### src/rtl/y86_pkg.sv
// Shared Y86-64 encodings: instruction codes, status codes, the "no register" ID
// and the control fields loaded into the E register on a bubble.
package y86_pkg;

  localparam logic [3:0] I_HALT   = 4'h0;
  localparam logic [3:0] I_NOP    = 4'h1;
  localparam logic [3:0] I_RRMOVQ = 4'h2;
  localparam logic [3:0] I_IRMOVQ = 4'h3;
  localparam logic [3:0] I_RMMOVQ = 4'h4;
  localparam logic [3:0] I_MRMOVQ = 4'h5;
  localparam logic [3:0] I_OPQ    = 4'h6;
  localparam logic [3:0] I_JXX    = 4'h7;
  localparam logic [3:0] I_CALL   = 4'h8;
  localparam logic [3:0] I_RET    = 4'h9;
  localparam logic [3:0] I_PUSHQ  = 4'hA;
  localparam logic [3:0] I_POPQ   = 4'hB;

  localparam logic [3:0] S_AOK = 4'h1;
  localparam logic [3:0] S_HLT = 4'h2;
  localparam logic [3:0] S_ADR = 4'h3;
  localparam logic [3:0] S_INS = 4'h4;

  // "No register" for the standard 4-bit register-ID encoding.
  localparam logic [3:0] RNONE = 4'hF;

  typedef struct packed {
    logic [3:0] stat;
    logic [3:0] icode;
    logic [3:0] ifun;
  } e_ctrl_t;

  localparam e_ctrl_t BUBBLE_CTRL = '{stat: S_AOK, icode: I_NOP, ifun: 4'h0};

  function automatic logic is_load(input logic [3:0] icode);
    return (icode == I_MRMOVQ) || (icode == I_POPQ);
  endfunction

endpackage

### src/rtl/y86_regfile.sv
// Y86-64 register file: two combinational read ports, two synchronous write ports
// (M port wins on a same-ID collision), synchronous clear.
module y86_regfile #(
  parameter int XLEN  = 64,
  parameter int RID_W = 4,
  parameter int NREG  = 15
) (
  input  logic             clk,
  input  logic             rst,
  input  logic [RID_W-1:0] rd_a_id,
  input  logic [RID_W-1:0] rd_b_id,
  output logic [XLEN-1:0]  rd_a_val,
  output logic [XLEN-1:0]  rd_b_val,
  input  logic [RID_W-1:0] wr_e_id,
  input  logic [RID_W-1:0] wr_m_id,
  input  logic [XLEN-1:0]  wr_e_val,
  input  logic [XLEN-1:0]  wr_m_val
);

  logic [XLEN-1:0] rf [NREG];

  for (genvar gi = 0; gi < NREG; gi++) begin : g_reg
    logic [XLEN-1:0] q_reg;

    always_ff @(posedge clk) begin
      if (rst) begin
        q_reg <= '0;
      end else if (wr_m_id == RID_W'(gi)) begin
        q_reg <= wr_m_val;
      end else if (wr_e_id == RID_W'(gi)) begin
        q_reg <= wr_e_val;
      end
    end

    assign rf[gi] = q_reg;
  end

  // IDs at or above NREG (including RNONE) read as zero.
  always_comb begin
    rd_a_val = '0;
    rd_b_val = '0;
    if (int'(rd_a_id) < NREG) rd_a_val = rf[rd_a_id];
    if (int'(rd_b_id) < NREG) rd_b_val = rf[rd_b_id];
  end

endmodule

### src/rtl/decode_fwd_stage.sv
// Y86-64 decode stage: source/destination decode, register read with full forwarding,
// load-use stall detection and the D->E pipeline register.
module decode_fwd_stage
  import y86_pkg::*;
#(
  parameter int XLEN   = 64,
  parameter int RID_W  = 4,
  parameter int NREG   = 15,
  parameter int RSP_ID = 4
) (
  input  logic             clk,
  input  logic             rst,
  input  logic [3:0]       D_stat,
  input  logic [3:0]       D_icode,
  input  logic [3:0]       D_ifun,
  input  logic [RID_W-1:0] D_rA,
  input  logic [RID_W-1:0] D_rB,
  input  logic [XLEN-1:0]  D_valC,
  input  logic [XLEN-1:0]  D_valP,
  input  logic [RID_W-1:0] e_dstE,
  input  logic [XLEN-1:0]  e_valE,
  input  logic [RID_W-1:0] M_dstE,
  input  logic [RID_W-1:0] M_dstM,
  input  logic [XLEN-1:0]  M_valE,
  input  logic [XLEN-1:0]  m_valM,
  input  logic [RID_W-1:0] W_dstE,
  input  logic [RID_W-1:0] W_dstM,
  input  logic [XLEN-1:0]  W_valE,
  input  logic [XLEN-1:0]  W_valM,
  input  logic             E_bubble_req,
  output logic             d_stall,
  output logic [3:0]       E_stat,
  output logic [3:0]       E_icode,
  output logic [3:0]       E_ifun,
  output logic [XLEN-1:0]  E_valC,
  output logic [XLEN-1:0]  E_valA,
  output logic [XLEN-1:0]  E_valB,
  output logic [RID_W-1:0] E_dstE,
  output logic [RID_W-1:0] E_dstM,
  output logic [RID_W-1:0] E_srcA,
  output logic [RID_W-1:0] E_srcB
);

  localparam logic [RID_W-1:0] RNONE_ID = {RID_W{1'b1}};
  localparam logic [RID_W-1:0] RSP      = RID_W'(RSP_ID);

  logic [RID_W-1:0] d_srcA, d_srcB, d_dstE, d_dstM;
  logic [XLEN-1:0]  rf_a, rf_b, d_valA, d_valB;

  always_comb begin
    d_srcA = RNONE_ID;
    d_srcB = RNONE_ID;
    d_dstE = RNONE_ID;
    d_dstM = RNONE_ID;
    case (D_icode)
      I_RRMOVQ: begin d_srcA = D_rA; d_dstE = D_rB; end
      I_IRMOVQ: begin d_dstE = D_rB; end
      I_RMMOVQ: begin d_srcA = D_rA; d_srcB = D_rB; end
      I_MRMOVQ: begin d_srcB = D_rB; d_dstM = D_rA; end
      I_OPQ:    begin d_srcA = D_rA; d_srcB = D_rB; d_dstE = D_rB; end
      I_CALL:   begin d_srcB = RSP;  d_dstE = RSP; end
      I_RET:    begin d_srcA = RSP;  d_srcB = RSP;  d_dstE = RSP; end
      I_PUSHQ:  begin d_srcA = D_rA; d_srcB = RSP;  d_dstE = RSP; end
      I_POPQ:   begin d_srcA = RSP;  d_srcB = RSP;  d_dstE = RSP; d_dstM = D_rA; end
      default:  ;
    endcase
  end

  y86_regfile #(
    .XLEN  (XLEN),
    .RID_W (RID_W),
    .NREG  (NREG)
  ) u_regfile (
    .clk      (clk),
    .rst      (rst),
    .rd_a_id  (d_srcA),
    .rd_b_id  (d_srcB),
    .rd_a_val (rf_a),
    .rd_b_val (rf_b),
    .wr_e_id  (W_dstE),
    .wr_m_id  (W_dstM),
    .wr_e_val (W_valE),
    .wr_m_val (W_valM)
  );

  // Youngest producer wins; RNONE sources never forward.
  function automatic logic [XLEN-1:0] fwd_sel(input logic [RID_W-1:0] src,
                                              input logic [XLEN-1:0]  rf_val);
    if (src == RNONE_ID)    return rf_val;
    else if (src == e_dstE) return e_valE;
    else if (src == M_dstM) return m_valM;
    else if (src == M_dstE) return M_valE;
    else if (src == W_dstM) return W_valM;
    else if (src == W_dstE) return W_valE;
    else                    return rf_val;
  endfunction

  always_comb begin
    d_valA = fwd_sel(d_srcA, rf_a);
    d_valB = fwd_sel(d_srcB, rf_b);
    if (D_icode == I_CALL || D_icode == I_JXX) d_valA = D_valP;
  end

  assign d_stall = is_load(E_icode) && (E_dstM != RNONE_ID) &&
                   ((E_dstM == d_srcA) || (E_dstM == d_srcB));

  always_ff @(posedge clk) begin
    if (rst || d_stall || E_bubble_req) begin
      E_stat  <= BUBBLE_CTRL.stat;
      E_icode <= BUBBLE_CTRL.icode;
      E_ifun  <= BUBBLE_CTRL.ifun;
      E_valC  <= '0;
      E_valA  <= '0;
      E_valB  <= '0;
      E_dstE  <= RNONE_ID;
      E_dstM  <= RNONE_ID;
      E_srcA  <= RNONE_ID;
      E_srcB  <= RNONE_ID;
    end else begin
      E_stat  <= D_stat;
      E_icode <= D_icode;
      E_ifun  <= D_ifun;
      E_valC  <= D_valC;
      E_valA  <= d_valA;
      E_valB  <= d_valB;
      E_dstE  <= d_dstE;
      E_dstM  <= d_dstM;
      E_srcA  <= d_srcA;
      E_srcB  <= d_srcB;
    end
  end

endmodule

### config.mk
export PLATFORM = sky130hd
export DESIGN_NAME = decode_fwd_stage
export DESIGN_NICKNAME = d
export VERILOG_FILES = /design/src/rtl/y86_pkg.sv /design/src/rtl/y86_regfile.sv /design/src/rtl/decode_fwd_stage.sv
export SDC_FILE = /design/constraint.sdc
export NUM_CORES = 2
export LEC_CHECK = 0
export CORE_MARGIN = 2
export CORE_UTILIZATION = 59
export DETAILED_ROUTE_END_ITERATION = 7
export GPL_TIMING_DRIVEN = 0
export PLACE_DENSITY = 0.93
export REMOVE_ABC_BUFFERS = 1
export SYNTH_ARGS = -nofsm -noshare
export SYNTH_HDL_FRONTEND = slang
export SYNTH_SLANG_ARGS = --single-unit
### constraint.sdc
create_clock -name clk -period 5.06 [get_ports clk]
set_input_delay 1.012 -clock clk [delete_from_list [all_inputs] [get_ports clk]]
set_output_delay 1.012 -clock clk [all_outputs]
set_load 0.02 [all_outputs]
==> results.json, run 1 <==
{
  "outcome": "did not finish",
  "lastStage": "5_1_grt",
  "firstError": "[ERROR GRT-0116] Global routing finished with congestion. Check the congestion regions in the DRC Viewer.",
  "grt_pass1_vias": 96770,
  "groute.usage.overall_pct": 71.77,
  "clockBufferDepth": 3,
  "grt_start_max_net_pins": 155,
  "hpwl_mm": 242.4,
  "synth_edf_count": 0,
  "overflow": 172,
  "synth_commonest_cells": "dfxtp_1, a211oi_1, mux2i_1",
  "ios": 712,
  "synthTopCellsByArea": "dfxtp_1, mux2i_1, a211oi_1",
  "ctsHoldBuffers": 0,
  "dieWidth_um": 356.2,
  "synth_flop_cell": "dfxtp_1",
  "die_h_um": 356.2,
  "yosysUniqueCellTypes": 83,
  "yosys.area.top_type_share_pct": 32.28,
  "yosysMostFrequentCell": "dfxtp_1",
  "num_rows": 129,
  "placed_area_sq_mm": 0.08496,
  "yosys_warnings": 0,
  "cts_buffers": 133,
  "seq_area_frac_synth_pct": 32.28,
  "avgSynthCellArea_sq_um": 8.493,
  "root_buffer": "clkbuf_16",
  "port_buffers": 711,
  "cts_sinks": 1180,
  "gp_congestion": 0.9355,
  "start_util_pct": 59.34,
  "synth_area_sq_mm": 0.07318,
  "grt_pass1_wl_mm": 676.3,
  "htree_levels": 4,
  "ys_seq_elements": 1180,
  "synthCells": 8617,
  "synth_top_area_cell": "dfxtp_1",
  "async_reset_ff_share_pct": 0
}
-- metrics by stage --
step | worst slack [ns] | instances | hold WS (ns)
CTS | 0.001368 | 10380 | 0.5708
detailed placement | -3.895 | 10100 | 0.5547
global placement | -49.34 | 9718 | 0.5476
floorplan | -11.35 | 7370 | 0.5244
-- timing repair --
item,in CTS
buffers inserted,26
pin swaps,14
hold endpoints to repair,0
setup endpoints to repair,221
gates cloned,7
resized for setup,47
-- cell families after synthesis --
| family | Yosys count | share of synthesized area (%) |
|---|---|---|
| AOI/OAI and AO/OA | 2509 | 26.35 |
| xor gates and xnor gates | 5 | 0.05985 |
| buffers and inverters | 1377 | 7.465 |
| DFF | 1180 | 32.28 |
| muxes | 1277 | 19.76 |
| and+or+nand+nor | 2269 | 14.09 |
-- routing by layer --
metal	overflow	global-route usage, %
met1	17	72.24
met2	76	85.72
met3	12	63.47
met4	67	60.50
met5	0	42.81
==> run 2: changes to the inputs <==
--- a/config.mk
+++ b/config.mk
@@ -6,10 +6,10 @@
 export NUM_CORES = 2
 export LEC_CHECK = 0
 export CORE_MARGIN = 2
-export CORE_UTILIZATION = 59
+export CORE_UTILIZATION = 40
 export DETAILED_ROUTE_END_ITERATION = 7
 export GPL_TIMING_DRIVEN = 0
-export PLACE_DENSITY = 0.93
+export PLACE_DENSITY_LB_ADDON = 0.15
 export REMOVE_ABC_BUFFERS = 1
 export SYNTH_ARGS = -nofsm -noshare
 export SYNTH_HDL_FRONTEND = slang
==> run 2 against run 1 <==
  * The flow now finishes, with violations (design-rule violations, negative setup slack)
  * Synthesized cell count stayed put
  * Synthesized area stayed put
==> results.json, run 2 <==
{
  "synth_flop_cell": "dfxtp_1",
  "root_buffer": "clkbuf_16",
  "yosys.area.top_type_share_pct": 32.28,
  "rrSetupSlack_ns": 0.90,
  "cpMaxStageDelayCell": "clkdlybuf4s50_1",
  "cts_buffers": 146,
  "synthCells": 8617,
  "die_h_um": 431.7,
  "fin_worst_skew_ns": 0.02719,
  "seq_area_frac_synth_pct": 32.28,
  "overflow": 0,
  "synth_commonest_cells": "dfxtp_1, a211oi_1, mux2i_1",
  "final_cells": 11190,
  "layout_common_cells": "dfxtp_1, a211oi_1, mux2i_1, nor2_1, clkdlybuf4s50_1",
  "crit_chain": "clkdlybuf4s50_1, nor2_1, a31oi_4, a221oi_4, buf_12, buf_8, o211a_4, nor2b_4, nand4_1, buf_16, buf_8, o311ai_2",
  "clkTransAtPathRegs_ns": 0.06,
  "cp_num_buf_inv": 5,
  "synthTopCellsByArea": "dfxtp_1, mux2i_1, a211oi_1",
  "dp_cells": 10900,
  "clockBufferDepth": 3,
  "crit_required_ns": 5.70,
  "port_buffers": 711,
  "groute.usage.overall_pct": 40.09,
  "final_nets": 9189,
  "htree_levels": 4,
  "power_density_mw_per_mm2": 292.1,
  "maxSlewHeadroom_pct": 7.988,
  "hp-start": "rst",
  "rr_endpoint": "E_valA[26]$_SDFF_PP0_",
  "drv_slew": 0,
  "drtIter0Drc": 12720,
  "rsz0062_at_grt": "no",
  "dr.pass1.iters": 8,
  "hold_slack_ns": 0.5193,
  "period_share_pct": 101.8,
  "yosysMostFrequentCell": "dfxtp_1",
  "violations": "design-rule violations, negative setup slack",
  "comb_power_share_pct": 22.5,
  "intPower_uw": 18330,
  "maxCapViolations": 0,
  "area_growth_pct": 26.00,
  "peakVddDrop_mv": 0.3701,
  "fmax_mhz": 194.2,
  "path_max_fanout": 30,
  "p_leak_uw": 0.03328,
  "period_needed_ns": 5.149,
  "start_util_pct": 40.36,
  "ios": 712,
  "p_sw_uw": 8602,
  "cts_sinks": 1180,
  "dieWidth_um": 431.7,
  "synth_area_sq_mm": 0.07318,
  "crit_path_frequent_cell": "buf_8",
  "largest_reg_flops": 960,
  "crit_path_max_incr_delay_ns": 0.96,
  "crit_type": "input pin to flop",
  "gp_congestion": 0.8357,
  "dieArea_sq_mm": 0.1864,
  "yosys_warnings": 0,
  "via_count": 80210,
  "outcome": "complete, but fails checks",
  "setup_slack_ns": -0.08919,
  "drive_gt1_share_pct": 11.43,
  "min_path_type": "input pin to flop",
  "worst_pin_slew_ns": 1.369,
  "routed_wl_mm": 392.7,
  "seqPwrFrac_pct": 37.5,
  "p_total_uw": 26930,
  "postRouteAntennaNets": 0,
  "arrival_ns": 5.79,
  "yosysUniqueCellTypes": 83,
  "critPathLaunchType": "input pin",
  "synth_edf_count": 0,
  "wl_per_cell_um": 35.08,
  "drc_errors": 4,
  "grt_pass1_wl_mm": 549.7,
  "tritoncts": "built",
  "fillers": 16370,
  "p_sw_share_pct": 31.94,
  "p_clk_share_pct": 40.0,
  "layout_commonest_cell": "dfxtp_1",
  "min_to": "u_regfile.g_reg[13].q_reg[59]$_SDFFE_PP0P_",
  "async_reset_ff_share_pct": 0,
  "via_per_inst": 7.166,
  "min_delay_path_depth": 2,
  "hpwl_mm": 263.3,
  "synth_top_area_cell": "dfxtp_1",
  "avgSynthCellArea_sq_um": 8.493,
  "rr_worst_depth": 10,
  "ys_seq_elements": 1180,
  "antenna_found_initial": 25,
  "hold_viol": 0,
  "rr_startpoint": "E_icode[1]$_SDFF_PP0_",
  "end_kind": "flop",
  "num_rows": 156,
  "grt_start_max_net_pins": 146,
  "cp_top_family": "buffers and inverters",
  "core_sq_mm": 0.1813,
  "setup_viol": 5,
  "clock_latency_ns": 0.82,
  "grt_pass1_vias": 74590,
  "cp_num_cells": 12
}
run 2: kinds of logic (layout without fill, tap and decap cells):
group | after synthesis | in the layout | synth area share [%]
flops | 1180 | 1180 | 32.28
buf+inv | 1377 | 1559 | 7.465
compound gates | 2509 | 2509 | 26.35
xor+xnor | 5 | 5 | 0.05985
mux | 1277 | 1277 | 19.76
other cells | 0 | 19 | 0
simple gates | 2269 | 2274 | 14.09
run 2: worst max-delay path by stage:
stage	to	slack (ns)	start
2_1_floorplan	E_valB[0]$_SDFF_PP0_	-11.35	D_icode[2]
3_3_place_gp	E_valB[62]$_SDFF_PP0_	-60.82	D_icode[3]
3_5_place_dp	E_valA[48]$_SDFF_PP0_	-2.98	D_icode[2]
4_1_cts	E_valA[48]$_SDFF_PP0_	0.004	D_rA[3]
5_1_grt	d_stall	0.001	D_icode[1]
6_report	E_valA[48]$_SDFF_PP0_	-0.09	D_rA[3]
run 2: power groups by stage:
stage | Clock (uW) | Sequential, uW | Combinational (uW)
6_report | 10800 | 10100 | 6070
5_1_grt | 11200 | 10100 | 6180
4_1_cts | 10800 | 10100 | 5810
3_5_place_dp | 0 | 10300 | 5750
3_3_place_gp | 0 | 10300 | 5820
2_1_floorplan | 0 | 10300 | 2560
run 2: layout make-up:
cell class	count	area, sq um	share of cell area, %
sequential	1180	23620	25.62
inverter	130	491.7	0.5333
clock inverter	26	285.3	0.3094
multi-input combinational	6065	44890	48.69
timing repair buffer	1175	15450	16.75
clock buffer	228	4454	4.831
tap	2370	2965	3.216
antenna	19	47.55	0.05156
run 2: metrics by stage:
step | TNS (ns) | setup slack, ns | instance area (sq um) | util (%)
floorplan | -3658.68 | -11.35 | 68210 | -
global placement | - | -60.82 | 78290 | 43.17
detailed placement | -295.91 | -2.977 | 87150 | 48.06
CTS | 0 | 0.004272 | 92080 | 50.78
global route | 0 | 0.001155 | 92190 | 50.84
finish | -0.2251 | -0.08919 | 92210 | 50.85
run 2: repair_timing:
action	CTS	global route
buffers inserted	14	5
endpoints found under the hold margin	0	0
resized for setup	32	4
hold buffers	0	0
cloned	4	1
pin swaps	8	3
endpoints found under the setup margin	144	40
run 2: metal layers:
metal  global-route usage (%)  wire length (um)  vias to the layer above
met3                    13.14             53750                     1691
met4                    27.19             31040                       14
li1                         -                 -                    33200
met5                   0.2602               166                        -
met2                    57.29            160700                     6753
met1                    50.98            147000                    38560
Power figures use the tool's default switching activity.
